**src/rtl/div_sequencer.sv**
```systemverilog
// Purpose: multi-cycle signed divider (restoring, one step per clock) returning {quotient, remainder}.
// Latency: WIDTH+1 cycles accept-to-done for a normal divide, 1 cycle for divide-by-zero.
// Backpressure: none; start is sampled only while idle and is never queued while busy.
module div_sequencer #(
    parameter int WIDTH = 32
) (
    input  logic                 clock,
    input  logic                 clear_n,
    input  logic                 start,
    input  logic [WIDTH-1:0]     a,
    input  logic [WIDTH-1:0]     b,
    output logic                 busy,
    output logic                 done,
    output logic                 div_by_zero,
    output logic [2*WIDTH-1:0]   result
);

    localparam int CNT_W = $clog2(WIDTH);

    localparam logic [1:0] S_IDLE  = 2'd0;
    localparam logic [1:0] S_ITER  = 2'd1;
    localparam logic [1:0] S_FIXUP = 2'd2;
    localparam logic [1:0] S_DONE  = 2'd3;

    logic [1:0]           state_q,  state_d;
    logic [CNT_W-1:0]     cnt_q,    cnt_d;
    logic [WIDTH:0]       acc_q,    acc_d;     // partial remainder A (W+1 bits)
    logic [WIDTH-1:0]     quo_q,    quo_d;     // Q; holds the raw dividend on divide-by-zero
    logic [WIDTH-1:0]     dvs_q,    dvs_d;     // D = |b|
    logic                 sign_q_q, sign_q_d;  // quotient negative
    logic                 sign_r_q, sign_r_d;  // remainder negative (dividend sign)
    logic                 dz_q,     dz_d;
    logic                 dzo_q,    dzo_d;     // div_by_zero output register
    logic [2*WIDTH-1:0]   res_q,    res_d;

    logic [WIDTH-1:0]     a_mag;
    logic [WIDTH-1:0]     b_mag;
    logic [WIDTH+1:0]     shifted;
    logic [WIDTH+1:0]     trial;
    logic [WIDTH-1:0]     quo_fix;
    logic [WIDTH-1:0]     rem_fix;

    // Operand magnitudes and the restoring-division trial subtraction.
    always_comb begin
        a_mag   = a[WIDTH-1] ? (~a + WIDTH'(1)) : a;
        b_mag   = b[WIDTH-1] ? (~b + WIDTH'(1)) : b;
        shifted = {acc_q, quo_q[WIDTH-1]};
        trial   = shifted - {2'b00, dvs_q};
        quo_fix = sign_q_q ? (~quo_q + WIDTH'(1)) : quo_q;
        rem_fix = sign_r_q ? (~acc_q[WIDTH-1:0] + WIDTH'(1)) : acc_q[WIDTH-1:0];
    end

    // Next-state logic for the FSM and datapath registers.
    always_comb begin
        state_d  = state_q;
        cnt_d    = cnt_q;
        acc_d    = acc_q;
        quo_d    = quo_q;
        dvs_d    = dvs_q;
        sign_q_d = sign_q_q;
        sign_r_d = sign_r_q;
        dz_d     = dz_q;
        dzo_d    = dzo_q;
        res_d    = res_q;

        case (state_q)
            S_IDLE: begin
                if (start) begin
                    sign_q_d = a[WIDTH-1] ^ b[WIDTH-1];
                    sign_r_d = a[WIDTH-1];
                    dvs_d    = b_mag;
                    acc_d    = '0;
                    cnt_d    = '0;
                    if (b == '0) begin
                        // Keep the raw dividend so it can be returned as the remainder.
                        quo_d   = a;
                        dz_d    = 1'b1;
                        state_d = S_FIXUP;
                    end else begin
                        quo_d   = a_mag;
                        dz_d    = 1'b0;
                        state_d = S_ITER;
                    end
                end
            end
            S_ITER: begin
                if (!trial[WIDTH+1]) begin
                    acc_d = trial[WIDTH:0];
                    quo_d = {quo_q[WIDTH-2:0], 1'b1};
                end else begin
                    acc_d = shifted[WIDTH:0];
                    quo_d = {quo_q[WIDTH-2:0], 1'b0};
                end
                cnt_d = cnt_q + CNT_W'(1);
                if (cnt_q == CNT_W'(WIDTH-1)) begin
                    state_d = S_FIXUP;
                end
            end
            S_FIXUP: begin
                dzo_d   = dz_q;
                res_d   = dz_q ? {{WIDTH{1'b1}}, quo_q} : {quo_fix, rem_fix};
                state_d = S_DONE;
            end
            default: begin
                state_d = S_IDLE;
            end
        endcase
    end

    // State registers with asynchronous clear.
    always_ff @(posedge clock or negedge clear_n) begin
        if (!clear_n) begin
            state_q  <= S_IDLE;
            cnt_q    <= '0;
            acc_q    <= '0;
            quo_q    <= '0;
            dvs_q    <= '0;
            sign_q_q <= 1'b0;
            sign_r_q <= 1'b0;
            dz_q     <= 1'b0;
            dzo_q    <= 1'b0;
            res_q    <= '0;
        end else begin
            state_q  <= state_d;
            cnt_q    <= cnt_d;
            acc_q    <= acc_d;
            quo_q    <= quo_d;
            dvs_q    <= dvs_d;
            sign_q_q <= sign_q_d;
            sign_r_q <= sign_r_d;
            dz_q     <= dz_d;
            dzo_q    <= dzo_d;
            res_q    <= res_d;
        end
    end

    // Outputs decode directly from registered state; no input-to-output path.
    always_comb begin
        busy        = (state_q == S_ITER) || (state_q == S_FIXUP);
        done        = (state_q == S_DONE);
        div_by_zero = dzo_q;
        result      = res_q;
    end

endmodule

```
**config.mk**
```make
export PLATFORM = sky130hd
export DESIGN_NAME = div_sequencer
export DESIGN_NICKNAME = d
export VERILOG_FILES = /design/src/rtl/div_sequencer.sv
export SDC_FILE = /design/constraint.sdc
export NUM_CORES = 1
export LEC_CHECK = 0
export CAP_MARGIN = 10
export CORE_ASPECT_RATIO = 1.75
export CORE_MARGIN = 3
export CORE_UTILIZATION = 29
export DETAILED_ROUTE_END_ITERATION = 8
export SYNTH_ARGS = -nofsm -noshare
export SYNTH_HDL_FRONTEND = slang
export SYNTH_SLANG_ARGS = --single-unit
export TNS_END_PERCENT = 30
```
**constraint.sdc**
```tcl
create_clock -name clock -period 5.85 [get_ports clock]
set_input_delay 0.8775 -clock clock [delete_from_list [all_inputs] [get_ports clock]]
set_output_delay 0.8775 -clock clock [all_outputs]
set_load 0.02 [all_outputs]
```
== Yosys cells after proc, flatten, opt, wreduce, memory -nomap -nowiden ==
Cells that the tools add are included.

* $add $sub $neg: 6
* Equal/unequal tests: 6
* Mux-type cells: 19
* Bitwise logic cells: 5
* Reduce and logical (&&, ||, !) cells: 7

{| class="wikitable"
|+ Operator list
! operator !! number
|-
| $mux W32 || 6
|-
| $add A32 B1 Y32 const B || 4
|-
| $not A32 Y32 || 4
|-
| $mux W33 || 2
|-
| $pmux W33 S2 || 1
|-
| $mux W64 || 1
|-
| $pmux W32 S2 || 1
|-
| $sub A34 B32 Y34 || 1
|-
| $logic_not A32 Y1 || 1
|-
| $pmux W5 S2 || 1
|-
| $mux W2 || 3
|-
| $pmux W2 S3 || 1
|-
| $reduce_and A2 Y1 || 3
|-
| $add A5 B1 Y5 const B || 1
|-
| $eq A5 B5 Y1 const B || 1
|-
| $mux W5 || 1
|-
| $eq A2 B2 Y1 const B || 2
|-
| $ne A2 B2 Y1 const B || 2
|-
| $eq A2 B1 Y1 const B || 1
|-
| $logic_not A2 Y1 || 1
|-
| $mux W1 || 2
|-
| $reduce_bool A2 Y1 || 1
|-
| $logic_or A1 B1 Y1 || 1
|-
| $xor A1 B1 Y1 || 1
|}

* Bits in registers: 172
* Input port bits: 67
* Output and inout port bits: 67
* Logic and storage cells: 53

== Depth between registers and ports, before layout ==
Gate-level depths: netlist of run 1.

* Depth in word-level cells: 6
* Mapped depth: 14
* Depth with buffers taken out: 13

== Worst setup path before layout of run 1 ==
OpenSTA, ideal clock, no wires.

* Path kind: in2reg
* Start point: input a[4]
* End point: register quo_q[26]
* Library setup time: 0.077 ns
* Arrival: 3.307 ns
* Data required time: 5.773 ns
* Setup slack: 2.466 ns
* Stages: 9
* Cell sequence: or4_1 > nor3_2 > nand3_1 > or4_1 > or4_4 > o31ai_1 > xnor2_1 > o22ai_1 > a21oi_1

* Cells in the longest elaborated chain, start to end: 6

{| class="wikitable"
|+ RTL lines
! element !! line !! text
|-
| from (decl) || 10 || <nowiki>input logic [WIDTH-1:0] a,</nowiki>
|-
| $not A32 Y32 || 45 || <nowiki>a_mag = a[WIDTH-1] ? (~a + WIDTH'(1)) : a;</nowiki>
|-
| $add A32 B1 Y32 || 45 ||
|-
| $mux W32 || 45 ||
|-
| $mux W32 || 74 || <nowiki>if (b == '0) begin</nowiki>
|-
| $mux W32 || 68 || <nowiki>if (start) begin</nowiki>
|-
| $pmux W32 S2 || 66 || <nowiki>case (state_q)</nowiki>
|-
| to (signal assigned) || 127 || <nowiki>quo_q <= quo_d;</nowiki>
|-
| to (decl) || 28 || <nowiki>logic [WIDTH-1:0] quo_q, quo_d;</nowiki>
|}

Every way passes these cells. The select of a mux whose other input is x is not followed.
A chain may end at the register's enable or synchronous reset.

== Final worst setup path of run 1 ==
* Start point: input b[3]
* End point: register quo_q[26]

* Cells in the longest elaborated chain, start to end: 4

{| class="wikitable"
|+ RTL lines
! element !! line !! text
|-
| from (decl) || 11 || <nowiki>input logic [WIDTH-1:0] b,</nowiki>
|-
| $logic_not A32 Y1 || 74 ||
|-
| $mux W32 || 74 ||
|-
| $mux W32 || 68 ||
|-
| $pmux W32 S2 || 66 ||
|}

Every way passes these cells. The select of a mux whose other input is x is not followed.

==> results.py, run 1 <==
metrics = {
    "outcome": {
        "outcome": "finished, final reports clean",
    },
    "cts": {
        "cts_resized": 0,
        "cts.htree.levels": 4,
        "cts_hold_buf": 0,
        "clock_latency_ps": 450,
        "cts.sinks": 172,
        "cts_inserted_buffers": 17,
        "clk_pin_slew_worst_paths_ps": 70,
        "clk_path_buf_depth": 2,
        "cts_tree": "done",
        "post_cts_buffers": 0,
        "cts-root-buf": "clkbuf_16",
    },
    "placement": {
        "place_area_um2": 13700,
        "place_congestion": 0.864,
        "port_buffers": 133,
        "dp_hpwl_mm": 27.6,
    },
    "floorplan": {
        "die_area_um2": 43400,
        "start_util_pct": 29.5,
        "io_pins": 134,
        "die_h_um": 273,
        "chipWidth_um": 159,
        "num_rows": 97,
        "core_region_area_um2": 40200,
    },
    "synthesis": {
        "postSynthCellCount": 1401,
        "syn_area_um2": 11800,
        "yosys.cell_types.count": 62,
        "synth_seq_area_share_pct": 36.3,
        "ys_ff_latch": 172,
        "synthFlopType": "dfrtp_1",
        "ys_async_sr_fraction_pct": 100,
        "syn_avg_cell_area_um2": 8.46,
        "syn_nets": 1512,
        "ys_warn_count": 0,
        "synth-edff-count": 0,
    },
    "detailed_routing": {
        "final_antenna_net_count": 0,
        "first_iter_violations": 572,
        "dr.pass1.iters": 5,
        "routed_wl_mm": 35.9,
        "detail_route.wl_per_cell_um": 17.7,
        "via_per_inst": 5.16,
        "vias": 10500,
        "drc": 0,
    },
    "global_routing": {
        "antenna_found_initial": 0,
        "grt_pass1_vias": 10600,
        "overflow": 0,
        "grt_pass1_wl_mm": 57.4,
        "grt_use_total_pct": 16.5,
        "grt_max_degree": 96,
    },
    "min_path": {
        "hp-class": "input port to async pin",
    },
    "worst_setup_path": {
        "cpMaxStageDelayCell": "nor4_1",
        "crit_type": "input port to flop",
        "crit_path_end_kind": "flop",
        "crit_buf_inv": 1,
        "critPathTopFamily": "simple AND/OR/NAND/NOR gates",
        "worstPathArrival_ps": 4530,
        "crit_chain": "clkdlybuf4s50_1 > or4_1 > nor4_1 > nand3_1 > nand4bb_1 > and2_1 > o31ai_1 > xnor2_1 > o22ai_1 > a21oi_1",
        "cpPeakStageDelay_ps": 670,
        "critical_path_required_ps": 6160,
        "start_kind": "input port",
        "critical_path_peak_fanout": 28,
    },
    "final_layout": {
        "seq_area_um2": 4310,
        "fin_area_um2": 14300,
        "multi_input_area_um2": 7030,
        "fillers": 4142,
        "final_nets": 1588,
        "n_antenna_cell": 0,
        "drive_gt1_share_pct": 6.24,
        "syn2layout_area_growth_pct": 20.6,
    },
    "sta": {
        "relSlewSlack_pct": 21.2,
        "rsz0062_at_grt": "false",
        "slew_viol_final": 0,
        "tightest_slew_ps": 1180,
        "setup_violations": 0,
        "period_share_pct": 72.0,
        "setup_tns_ps": 0,
        "min_period_ps": 4210,
        "clock_skew_ps": 12.4,
        "fmax_mhz": 237,
        "hold_viol_final": 0,
    },
    "power_and_ir_drop": {
        "swShare_pct": 47.7,
        "clockPowerShare_pct": 14.0,
        "vdd_ir_drop_max_mv": 0.268,
        "p_int_mw": 4.56,
        "switching_power_mw": 4.16,
        "p_per_area_nw_per_um2": 611,
        "comb_power_share_pct": 59.3,
        "sequentialPowerShare_pct": 26.7,
        "leakage_nw": 5.74,
    },
    "flow_run": {
        "cap_violations": 0,
    },
}
[layout make-up]
cell class | count | area share [%]
flip-flops and latches | 172 | 30.1
well taps | 544 | 4.76
inverters | 55 | 1.45
multi-input cells | 1086 | 49.2
clock buffers | 18 | 3.07
repair buffers | 145 | 10.1
clock inverters | 14 | 1.28
[sequential cells by signal, indices dropped and copies added (netlist names)]
register     count
result          64
acc_q           33
dvs_q           32
quo_q           32
cnt_q            5
state_q          2
div_by_zero      1
dz_q             1
sign_q_q         1
sign_r_q         1
[power groups by stage]
stage	logic, mW	clock network (mW)	registers (mW)
3_3_place_gp	5.14	0	2.33
2_1_floorplan	3.48	0	2.34
4_1_cts	5.21	1.25	2.33
6_report	5.17	1.22	2.33
5_1_grt	5.73	1.30	2.41
3_5_place_dp	5.20	0	2.36
[cells in the final DEF, fill, tap and decap left out, types with 7 or more instances in the layout]
| cell | count |
|---|---|
| xnor2_1 | 59 |
| inv_1 | 55 |
| xor2_1 | 86 |
| o22ai_1 | 7 |
| nor2_1 | 74 |
| a21o_1 | 12 |
| and3_1 | 9 |
| nand2_1 | 147 |
| nand2b_1 | 16 |
| o21a_1 | 8 |
| clkdlybuf4s50_1 | 132 |
| a21oi_1 | 96 |
| a32oi_1 | 11 |
| nor2b_1 | 9 |
| o31ai_1 | 29 |
| o22a_1 | 28 |
| or4_1 | 14 |
| nand3_1 | 68 |
| clkbuf_16 | 17 |
| dfrtp_1 | 171 |
| mux2i_1 | 12 |
| o21ai_0 | 167 |
| nor4_1 | 14 |
| nand4_1 | 7 |
| a31oi_1 | 9 |
| o41ai_1 | 17 |
| mux2_2 | 23 |
| nor3_1 | 10 |
| or3_1 | 35 |
| a211oi_1 | 9 |
| ha_1 | 42 |
| buf_4 | 10 |
[logic make-up after synthesis]
logic type      synth area share (%)
mux                             3.20
flops                           36.3
buf+inv                         4.59
compound gates                  22.6
fa+ha+maj                       4.71
simple gates                    17.7
xor+xnor                        10.9
[stage by stage]
stage	setup WS (ps)	hold slack [ps]	cells	utilization (%)	total power, mW
finish	1640	422	2034	35.6	8.72
global route	1370	474	2034	35.6	9.44
CTS	1600	459	2033	35.5	8.80
detailed placement	1110	470	2001	34.0	7.55
global placement	1220	464	2001	34.0	7.47
floorplan	2470	450	1401	-	5.82
[cell usage after synthesis (all sizes together) (2+ instances only)]
library cell | count | area, um2
and3 | 9 | 56.3
and2 | 4 | 25.0
o211ai | 6 | 45.0
o311ai | 2 | 17.5
a21o | 12 | 90.1
ha | 43 | 538
a211oi | 9 | 67.6
nand2b | 16 | 100
nand4 | 7 | 43.8
nor2b | 9 | 56.3
mux2i | 12 | 120
nor3 | 11 | 60.1
a21oi | 97 | 485
o31ai | 30 | 239
o22ai | 7 | 43.8
a32oi | 11 | 96.3
a211o | 2 | 17.5
nor4 | 15 | 100
xnor2 | 60 | 526
nor2 | 75 | 282
a31oi | 9 | 56.3
a311oi | 3 | 26.3
a22o | 3 | 26.3
buf | 10 | 45.0
inv | 55 | 206
nand2 | 148 | 556
o41ai | 17 | 149
xor2 | 87 | 762
or4 | 16 | 128
o221ai | 3 | 26.3
o22a | 28 | 245
a22oi | 2 | 15.0
a2111o | 3 | 33.8
clkbuf | 78 | 293
o21a | 8 | 60.1
dfrtp | 172 | 4300
nand3 | 68 | 340
mux2 | 23 | 259
or3 | 41 | 279
o21bai | 5 | 37.5
o21ai | 169 | 850
or2 | 5 | 31.3
[worst paths after layout]
check                           from           to  slack, ps  cells past startpoint
min                          clear_n  div_by_zero        420                      1
min in group clock         dvs_q[21]    dvs_q[21]        480                      2
max                             b[3]    quo_q[26]       1640                     10
max reg2reg                 acc_q[0]     acc_q[1]       1880                     11
max in group asynchronous    clear_n    dvs_q[10]       4410                      2
min reg2reg                dvs_q[21]    dvs_q[21]        480                      2
[layer usage]
metal / wire (um) / up-vias / part of all wire (%) / global-route usage [%]
met5: 0 / - / 0 / 0
li1: - / 5194 / - / -
met2: 19000 / 252 / 53 / 31.0
met4: 1410 / 0 / 3.9 / 7.33
met3: 1350 / 57 / 3.8 / 2.74
met1: 14200 / 4995 / 40 / 18.1
Note: power is estimated with default switching activity, not from simulation.
==> inputs of run 2 (changes only) <==
==> constraint.sdc (replaced) <==
create_clock -name clock -period 4 [get_ports clock]
set_input_delay 0.6 -clock clock [delete_from_list [all_inputs] [get_ports clock]]
set_output_delay 0.6 -clock clock [all_outputs]
set_load 0.02 [all_outputs]
==> run 2 against run 1 <==
  * Sequential cell count did not move
  * Critical path depth rose by 3
  * Sequential share of layout area fell by 0.55 points
  * Global-route usage rose by 0.28 points
  * Worst hold slack got worse by 190 ps
==> results.py, run 2 (same netlist as run 1, synthesis figures left out) <==
metrics = {
    "power_and_ir_drop": {
        "p_per_area_nw_per_um2": 892,
        "switching_power_mw": 6.20,
        "swShare_pct": 47.8,
        "sequentialPowerShare_pct": 26.1,
        "p_int_mw": 6.77,
        "clockPowerShare_pct": 12.5,
        "comb_power_share_pct": 61.4,
        "leakage_nw": 5.91,
        "power_mw": 13.0,
        "vdd_ir_drop_max_mv": 0.348,
    },
    "global_routing": {
        "overflow": 0,
        "grt_max_degree": 90,
        "grt_use_total_pct": 16.8,
        "antenna_found_initial": 0,
        "grt_pass1_vias": 10900,
        "grt_pass1_wl_mm": 58.2,
    },
    "cts": {
        "cts.htree.levels": 4,
        "cts_hold_buf": 0,
        "cts_tree": "done",
        "cts.sinks": 172,
        "cts_inserted_buffers": 17,
        "clk_pin_slew_worst_paths_ps": 70,
        "post_cts_buffers": 0,
        "clk_path_buf_depth": 2,
        "clock_latency_ps": 460,
        "cts_resized": 0,
        "cts-root-buf": "clkbuf_16",
    },
    "worst_setup_path": {
        "rrSetupSlack_ps": 450,
        "crit_type": "flop to flop",
        "critical_path_required_ps": 4340,
        "worstPathArrival_ps": 3890,
        "start_kind": "flop",
        "reg2reg_depth": 13,
        "critical_path_peak_fanout": 30,
        "crit_path_end_kind": "flop",
    },
    "detailed_routing": {
        "via_per_inst": 5.19,
        "detail_route.wl_per_cell_um": 17.8,
        "final_antenna_net_count": 0,
        "vias": 10700,
        "routed_wl_mm": 36.8,
        "first_iter_violations": 452,
        "dr.pass1.iters": 5,
        "drc": 0,
    },
    "floorplan": {
        "chipWidth_um": 159,
        "start_util_pct": 29.5,
        "die_area_um2": 43400,
        "die_h_um": 273,
        "io_pins": 134,
        "core_region_area_um2": 40200,
        "num_rows": 97,
    },
    "sta": {
        "period_share_pct": 88.8,
        "relSlewSlack_pct": 28.3,
        "rsz0062_at_grt": "false",
        "min_period_ps": 3550,
        "hold_ws_ps": 230,
        "setup_ws_ps": 449,
        "hold_viol_final": 0,
        "clock_skew_ps": 12.4,
        "setup_tns_ps": 0,
        "fmax_mhz": 282,
        "tightest_slew_ps": 1070,
        "setup_violations": 0,
        "slew_viol_final": 0,
    },
    "final_layout": {
        "final_common_cell": "dfrtp_1",
        "syn2layout_area_growth_pct": 22.8,
        "layout_common_cells": "dfrtp_1 (171), o21ai_0 (167), nand2_1 (147)",
        "largest_register_ffs": 64,
        "n_antenna_cell": 0,
        "fillers": 4129,
        "final_nets": 1625,
        "drive_gt1_share_pct": 8.51,
        "stdcell_count": 2071,
        "fin_area_um2": 14600,
        "final_util_pct": 36.2,
    },
    "placement": {
        "dp_hpwl_mm": 28.8,
        "place_congestion": 0.914,
        "numPlacedInstances": 2039,
        "port_buffers": 133,
        "place_area_um2": 14000,
        "place_ws_ps": 110,
    },
    "outcome": {
        "outcome": "finished, final reports clean",
    },
    "min_path": {
        "hp-class": "input port to async pin",
    },
    "flow_run": {
        "cap_violations": 0,
    },
}
run 2: final timing paths:
kind | from | endpoint
max in group asynchronous | clear_n | acc_q[3]
min in group clock | dvs_q[13] | dvs_q[13]
worst max register to register | acc_q[6] | acc_q[1]
worst min-delay path | clear_n | result[60]
worst min register to register | dvs_q[13] | dvs_q[13]
worst max-delay path | acc_q[6] | acc_q[1]
run 2: per-layer routing:
layer,vias up,GRT usage (%),part of all wire [%]
met4,0,8.51,4.5
met2,244,32.0,54
met3,72,2.51,3.1
met1,5171,17.8,39
li1,5253,-,-
met5,-,0,0
run 2: power by group through the flow:
| stage | registers [mW] | clock network, mW | logic [mW] |
|---|---|---|---|
| 6_report | 3.38 | 1.62 | 7.97 |
| 5_1_grt | 3.50 | 1.72 | 8.77 |
| 4_1_cts | 3.38 | 1.66 | 8.02 |
| 3_5_place_dp | 3.42 | 0 | 7.99 |
| 3_3_place_gp | 3.40 | 0 | 7.89 |
| 2_1_floorplan | 3.42 | 0 | 5.09 |
run 2: cell type report:
type	instances	area [um2]	area share, %
multi-input cells	1086	7030	48.3
well taps	544	681	4.68
inverters	55	206	1.42
clock inverters	13	110	0.757
flip-flops and latches	172	4310	29.6
clock buffers	19	453	3.11
repair buffers	182	1760	12.1
run 2: worst max-delay path: stages, from the launching register on:
cell and delay (ps):
dfrtp_1 450, ha_1 310, a211oi_1 340, o21ai_0 240, a2111o_1 410, a21oi_1 120
buf_4 150, nor4_1 60, buf_4 160, nor4_2 450, xor2_2 220, buf_12 200
mux2i_1 210, o22ai_1 90
==> inputs of run 3 (changes only) <==
--- a/config.mk
+++ b/config.mk
@@ -5,11 +5,13 @@
 export SDC_FILE = /design/constraint.sdc
 export NUM_CORES = 1
 export LEC_CHECK = 0
+export ABC_AREA = 1
 export CAP_MARGIN = 10
 export CORE_ASPECT_RATIO = 1.75
 export CORE_MARGIN = 3
 export CORE_UTILIZATION = 29
 export DETAILED_ROUTE_END_ITERATION = 8
+export SETUP_SLACK_MARGIN = 0.5
 export SYNTH_ARGS = -nofsm -noshare
 export SYNTH_HDL_FRONTEND = slang
 export SYNTH_SLANG_ARGS = --single-unit
==> run 3 against run 2 <==
  * The run now ends with DRC left
  * Cell count is 39% higher
  * Core utilization fell by 1.4 points
  * Design area grew 13%
  * Sequential power rose by 3%
  * Critical path depth shrank 3
  * Combinational power is 27% higher
  * Non-clock buffer count down 31
  * First-iteration DRC count rose by 120%
  * Area after synthesis is 18% higher
  * Critical path type unchanged
  * Largest cell class unchanged
  * Largest power group unchanged
==> results.py, run 3 <==
metrics = {
    "global_routing": {
        "grt_use_total_pct": 19.3,
        "grt_pass1_wl_mm": 76.5,
        "grt_pass1_vias": 14300,
        "overflow": 0,
        "antenna_found_initial": 0,
        "grt_max_degree": 72,
    },
    "worst_setup_path": {
        "crit_type": "flop to flop",
        "rrSetupSlack_ps": 1110,
        "r2r-start": "acc_q[25]",
        "start_kind": "flop",
        "reg2reg_depth": 10,
        "cpPeakStageDelay_ps": 600,
        "cpMaxStageDelayCell": "nand3_2",
        "crit_chain": "ha_1 > a21oi_1 > nor2_1 > o21ai_0 > nand2_1 > nor2_4 > nand3_2 > nand3_1 > nand3_1 > nand2_1",
        "crit_buf_inv": 0,
        "critical_path_required_ps": 4390,
        "worstPathArrival_ps": 3280,
        "critPathTopFamily": "simple AND/OR/NAND/NOR gates",
        "path_depth": 10,
        "startpoint": "acc_q[25]",
        "crit_path_end_kind": "flop",
        "critical_path_peak_fanout": 33,
    },
    "cts": {
        "post_cts_buffers": 0,
        "cts-root-buf": "clkbuf_16",
        "cts_resized": 0,
        "cts_tree": "done",
        "clk_pin_slew_worst_paths_ps": 70,
        "cts_inserted_buffers": 17,
        "cts.htree.levels": 4,
        "clk_path_buf_depth": 2,
        "clock_latency_ps": 460,
        "cts_hold_buf": 0,
        "cts.sinks": 172,
    },
    "final_layout": {
        "final_common_cell": "nand2_1",
        "fin_area_um2": 16500,
        "largest_register_ffs": 64,
        "final_util_pct": 34.8,
        "syn2layout_area_growth_pct": 17.7,
        "n_antenna_cell": 0,
        "drive_gt1_share_pct": 6.12,
        "layout_common_cells": "nand2_1 (671), inv_1 (298), nand3_1 (243)",
        "final_nets": 2386,
    },
    "synthesis": {
        "synth_seq_area_share_pct": 30.8,
        "synth_top_family_by_area": "simple AND/OR/NAND/NOR gates",
        "ys_async_sr_fraction_pct": 100,
        "ys_warn_count": 0,
        "ys_ff_latch": 172,
        "yosys.cell_types.count": 51,
        "synth_compound_area_share_pct": 10.2,
        "syn_nets": 2287,
        "syn_area_um2": 14000,
        "postSynthCellCount": 2176,
        "synth_xor_xnor_area_share_pct": 3.82,
        "yosysMostFrequentCell": "nand2_1",
        "synthTopCellsByArea": "dfrtp_1 (31%), nand2_1 (18%), nand3_1 (8.7%)",
        "synthAdderAreaFrac_pct": 3.99,
        "synth_mux_area_share_pct": 0,
        "synthFlopType": "dfrtp_1",
        "syn_avg_cell_area_um2": 6.43,
        "synth-simple-area-share_pct": 39.9,
        "synth_top_area_cell": "dfrtp_1",
        "synth_top_area_share_pct": 30.8,
        "synth-edff-count": 0,
        "yosys-top-cells-count": "nand2_1 (672), inv_1 (298), nand3_1 (243), nor2_1 (186), dfrtp_1 (172)",
    },
    "flow_run": {
        "cap_violations": 0,
    },
    "floorplan": {
        "core_region_area_um2": 47300,
        "num_rows": 105,
        "chipWidth_um": 172,
        "die_area_um2": 51000,
        "io_pins": 134,
        "start_util_pct": 29.6,
        "die_h_um": 297,
    },
    "power_and_ir_drop": {
        "p_per_area_nw_per_um2": 935,
        "vdd_ir_drop_max_mv": 0.355,
        "leakage_nw": 8.19,
    },
    "outcome": {
        "outcome": "finished with violations",
        "violations": "DRC",
    },
    "detailed_routing": {
        "wl_met1_mm": 18.9,
        "drc": 1,
        "top_layer_used": "met4",
        "wl_met2_mm": 26.0,
        "final_antenna_net_count": 0,
        "first_iter_violations": 1008,
        "vias": 14300,
        "via_per_inst": 4.98,
        "dr.pass1.iters": 7,
        "routed_wl_mm": 48.9,
        "detail_route.wl_per_cell_um": 17.0,
        "routed-wl-met3_mm": 1.57,
    },
    "sta": {
        "period_share_pct": 72.2,
        "setup_tns_ps": 0,
        "slew_viol_final": 0,
        "setup_violations": 0,
        "relSlewSlack_pct": 33.1,
        "fmax_mhz": 346,
        "hold_viol_final": 0,
        "clock_skew_ps": 13.2,
        "min_period_ps": 2890,
        "tightest_slew_ps": 1000,
        "rsz0062_at_grt": "false",
    },
    "placement": {
        "dp_hpwl_mm": 39.0,
        "place_congestion": 0.934,
        "place_area_um2": 15800,
        "port_buffers": 133,
    },
    "min_path": {
        "hp-class": "input port to async pin",
    },
}
## run 3: cell count changes after synthesis, sizes merged, moves of 23 or more
cell,delta
a21oi,-24
clkbuf,-34
inv,+257
mux2,-23
nand2,+543
nand3,+191
nor2,+131
nor3,+24
o21ai,-65
o22a,-25
o31ai,-25
or3,-41
xnor2,-41
xor2,-45
## run 3: report_power, final
group,leakage (nW),total [mW],switching (mW),internal [mW]
registers,2.10,3.49,0.892,2.59
clock network,0.294,1.84,0.774,1.07
logic,5.79,10.1,6.51,3.55
total,8.19,15.4,8.17,7.21
## run 3: cells by family (layout without fill, tap and decap cells)
family          Yosys count  after routing
buf+inv                 390            501
simple gates           1265           1265
flops                   172            172
xor+xnor                 61             61
compound gates          244            244
fa+ha+maj                44             44
## run 3: area by class of cell
type,instances,area (um2)
inverter,319,1200
sequential,172,4300
multi-input combinational,1614,8110
clock inverter,12,188
tap,588,736
timing repair buffer,151,1480
clock buffer,19,443
fill,5176,30800
## run 3: layer usage
layer | GRT usage [%] | vias up
met3 | 1.46 | 113
met5 | 0 | -
met4 | 10.3 | 0
li1 | - | 7172
met1 | 20.9 | 6660
met2 | 36.6 | 380
## run 3: worst reg2reg max path: cells and delay by family (launching register included)
kind            cells  cell delay, ps
compound gates      2             440
fa+ha+maj           1             400
simple gates        7            1510
flops               1             470
## run 3: final timing paths
| path | to |
|---|---|
| worst max register to register | acc_q[16] |
| worst min register to register | div_by_zero |
| min in group clock | div_by_zero |
| worst min-delay path | acc_q[2] |
| worst max-delay path | acc_q[16] |
| max in group asynchronous | dvs_q[23] |
## run 3: metrics by stage
step | power [mW] | setup slack, ps | hold slack [ps] | std cells
floorplan | 10.5 | 1960 | 304 | 2176
global placement | 13.4 | 904 | 467 | 2844
detailed placement | 13.6 | 865 | 473 | 2844
CTS | 15.5 | 1100 | 190 | 2875
global route | 16.9 | 865 | 218 | 2875
finish | 15.4 | 1110 | 163 | 2875
